[src/rtl/single_port_sram_8_bit.sv]
// 256 x 8 single-port synchronous SRAM with registered read data.
// Flop-based storage so a synchronous reset can clear every word.
module single_port_sram_8_bit #(
  parameter int DATA_WIDTH = 8,
  parameter int ADDR_WIDTH = 8,
  parameter int DEPTH      = 2 ** ADDR_WIDTH
) (
  input  logic                  Clk_In,
  input  logic                  Reset_In,
  input  logic [DATA_WIDTH-1:0] Data_In,
  input  logic [ADDR_WIDTH-1:0] Address_In,
  output logic [DATA_WIDTH-1:0] Data_Out,
  input  logic                  Write_Enable,
  input  logic                  Read_Enable
);

  logic [DATA_WIDTH-1:0] mem_q [DEPTH];
  logic [DATA_WIDTH-1:0] data_out_q;
  logic [DATA_WIDTH-1:0] data_out_d;
  logic                  do_write;
  logic                  do_read;

  // Write wins over a simultaneous read; the read is dropped, not forwarded.
  assign do_write = Write_Enable;
  assign do_read  = Read_Enable && !Write_Enable;

  always_comb begin
    data_out_d = data_out_q;
    if (do_read) begin
      data_out_d = mem_q[Address_In];
    end
  end

  always_ff @(posedge Clk_In) begin
    if (Reset_In) begin
      for (int i = 0; i < DEPTH; i++) begin
        mem_q[i] <= '0;
      end
    end else if (do_write) begin
      mem_q[Address_In] <= Data_In;
    end
  end

  always_ff @(posedge Clk_In) begin
    if (Reset_In) begin
      data_out_q <= '0;
    end else begin
      data_out_q <= data_out_d;
    end
  end

  assign Data_Out = data_out_q;

endmodule

[config.mk]
export PLATFORM = sky130hd
export DESIGN_NAME = single_port_sram_8_bit
export DESIGN_NICKNAME = d
export VERILOG_FILES = /design/src/rtl/single_port_sram_8_bit.sv
export SDC_FILE = /design/constraint.sdc
export NUM_CORES = 2
export LEC_CHECK = 0
export ABC_AREA = 1
export BUFFER_PORTS_ARGS = -buffer_cell sky130_fd_sc_hd__buf_4
export CORE_MARGIN = 3
export CORE_UTILIZATION = 40
export DETAILED_ROUTE_END_ITERATION = 10
export PLACE_DENSITY = 0.51
export SLEW_MARGIN = 10
export SYNTH_ARGS = -nofsm -noshare
export SYNTH_HDL_FRONTEND = slang
export SYNTH_SLANG_ARGS = --single-unit
export TNS_END_PERCENT = 10
[constraint.sdc]
create_clock -name Clk_In -period 3 [get_ports Clk_In]
set_clock_uncertainty 0.15 [all_clocks]
set_input_delay 0.3 -clock Clk_In [delete_from_list [all_inputs] [get_ports Clk_In]]
set_output_delay 0.3 -clock Clk_In [all_outputs]
set_load 0.02 [all_outputs]
==> impl_metrics.csv <==
group,metric,value,unit
status,status,"finished, final reports clean",
routing,viasPerCell,5.312,
clock_tree,clkTransAtPathRegs,60,ps
worst_hold_path,hold_path_class,"in2reg",
timing,post-route-period-util,0.8743,
finish,num-nets-final,10090,
setup_path,end_kind,"flip-flop",
flow_run,cap_violations,0,
setup_path,cp-start-kind,"input pin",
clock_tree,htreeDepth,4,
pwr,swShare,0.2479,
yosys,synth.distinct_cells,25,
yosys,yosys-top-cells-area,"edfxtp_1 67%, nand2_1 16%, nor2_1 9.6%",
routing,routedWlPerCell,23.71,µm
die,fp.dieH,485.2,µm
yosys,avgSynthCellArea,9.463,µm²
pwr,internal-power,49.93,mW
die,die_w,485.2,µm
place,portBuffers,27,
clock_tree,post_cts_resized,0,
die,fp.dieArea,235400,µm²
grt,antenna_found_initial,4,
die,core,227900,µm²
yosys,synth-async-reset-ratio,0,
routing,ant_nets,0,
yosys,synth_edf_count,2048,
yosys,synth_commonest_cells,"3950 x nand2_1, 2351 x nor2_1, 2048 x edfxtp_1",
yosys,synthMuxAreaShare,0,
place,hpwlAfterDp,203.8,mm
grt,grt_max_degree,78,
timing,hold_viol,0,
yosys,yosysTopAreaCell,"edfxtp_1",
pwr,p_switching,16.46,mW
yosys,synth-compound-area-share,0.01956,
pwr,p_comb_frac,0.084,
clock_tree,clock-sinks,2056,
pwr,leakage,43.60,nW
setup_path,cp_max_fo,4,
setup_path,required,3400,ps
setup_path,cp.arrival,3030,ps
place,place_area,101000,µm²
timing,finalSetupViolCount,0,
timing,max-slew-margin-rel,0.4170,
routing,first_iter_violations,7671,
yosys,synth_most_common_cell,"nand2_1",
routing,drt_first_pass_iters,6,
finish,fin_area,108300,µm²
clock_tree,cts_setup_buffers,0,
clock_tree,root_buffer,"clkbuf_16",
finish,nFillCells,21460,
pwr,power_frac_clock,0.413,
yosys,syn_area,91850,µm²
finish,syn_to_final_growth,17.94,%
timing,worst_pin_slew,874.5,ps
finish,drive_gt1_frac,0.1089,
yosys,yosys_warnings,0,
timing,rsz0062_at_grt,"false",
routing,routed_wl,314.5,mm
place,routabilityCongestion,0.8869,
pwr,power,66.39,mW
grt,overflow,0,
yosys,synthXorXnorAreaFrac,0,
clock_tree,cts_tree,"yes",
grt,grt_pass1_wl,461.2,mm
timing,slew_violations,0,
routing,via_count,70460,
die,start_util,0.4030,
yosys,synth_adder_area_share,0,
yosys,synth_seq_cells,2056,
pwr,vdd_drop_max,535.1,µV
yosys,synthCells,9706,
yosys,ys_seq_area_frac,0.6713,
yosys,synth_nets,9726,
die,io-pin-count,28,
timing,period_needed,2623,ps
clock_tree,cts_buffers,224,
die,fp-row-count,175,
grt,grt_usage,0.2631,
grt,first_global_vias,69420,
setup_path,critPathKind,"in2reg",
yosys,synth_top_family_by_area,"simple AND/OR/NAND/NOR gates",
pwr,p_per_area,612.9,nW/µm²
clock_tree,clockBufferDepth,3,
timing,max_freq,0.3813,GHz
yosys,synth_ff_type,"edfxtp_1",
clock_tree,hold_buffers,11,
yosys,yosys.area_share.simple,0.2790,
yosys,synth_top_area_frac,0.6696,
routing,drc,0,
clock_tree,clk_latency,890,ps
pwr,seqPwrFrac,0.504,
final timing paths:
kind / startpoint / end / slack (ps) / cells after the start
worst max-delay path: Reset_In / mem_q[0][4] / 380 / 11
worst max register to register: mem_q[191][4] / Data_Out[4] / 440 / 13
worst min register to register: Data_Out[1] / Data_Out[1] / 560 / 2
worst min-delay path: Read_Enable / Data_Out[7] / 150 / 6
state kept, by name (all words and copies together), names as in the netlist:
signal,flops
mem_q,2048
Data_Out,8
kinds of logic (layout without fill, tap and decap cells):
| family | after synthesis | in the layout |
|---|---|---|
| flops | 2056 | 2056 |
| buf+inv | 668 | 1212 |
| other cells | 0 | 5 |
| compound gates | 347 | 347 |
| simple gates | 6635 | 6635 |
stage by stage:
stage	worst slack (ps)	cells	util	TNS, ps	hold slack [ps]
floorplan	676.6	9706	-	0	460.8
global placement	-113.8	12840	0.4432	-341.7	577.1
detailed placement	-124.4	12840	0.4432	-251.9	567.8
CTS	429.5	13260	0.4752	0	90.55
global route	324.8	13260	0.4752	0	161.6
finish	377.1	13260	0.4752	0	147.4
metal layers:
metal	global-route usage	wire [µm]	vias to the layer above
li1	-	-	32490
met1	0.3614	132400	34740
met2	0.4271	147100	2747
met3	0.04043	23750	489
met4	0.08814	11260	0
met5	0	0	-
layout by cell type (no fill, tap or decap), drive strengths merged:
| cell | count |
|---|---|
| nand2 | 3961 |
| nor2 | 2357 |
| edfxtp | 2048 |
| buf | 746 |
| clkbuf | 272 |
| o21ai | 179 |
| nand4 | 174 |
| a21oi | 144 |
| nand3 | 126 |
| clkinv | 103 |
| inv | 53 |
| a22oi | 22 |
| bufinv | 20 |
| nor3 | 17 |
| dlygate4sd3 | 11 |
| dfxtp | 8 |
| clkinvlp | 7 |
| diode | 5 |
| o21a | 2 |
worst max-delay path, stage by stage:
cell and delay (ps):
dlygate4sd3_1 540, buf_4 160, nor2_1 100, buf_4 180, inv_1 160, nor2_1 320
inv_1 210, nor2_1 380, nand2_1 310, nand2_1 200, buf_4 160
power by group through the flow:
stage                     Combinational [mW]  Clock [mW]  Sequential [mW]
after floorplan                         2.86           0             33.8
after global placement                  5.51           0             34.0
after detailed placement                5.53           0             34.0
after CTS                               5.56        27.8             33.4
after global routing                    5.99        28.9             33.5
final                                   5.57        27.4             33.4
area by class of cell:
cell class	instances	area [µm²]	share of cell area
Clock inverter	138	1385	0.01279
Multi-Input combinational cell	6982	27540	0.2543
Antenna cell	5	12.51	0.0001155
Sequential cell	2056	61660	0.5692
Timing Repair Buffer	757	7903	0.07295
Tap cell	3009	3765	0.03476
Inverter	45	269.0	0.002483
Clock buffer	272	5786	0.05341
No activity file was read; power rests on OpenSTA's default activity.
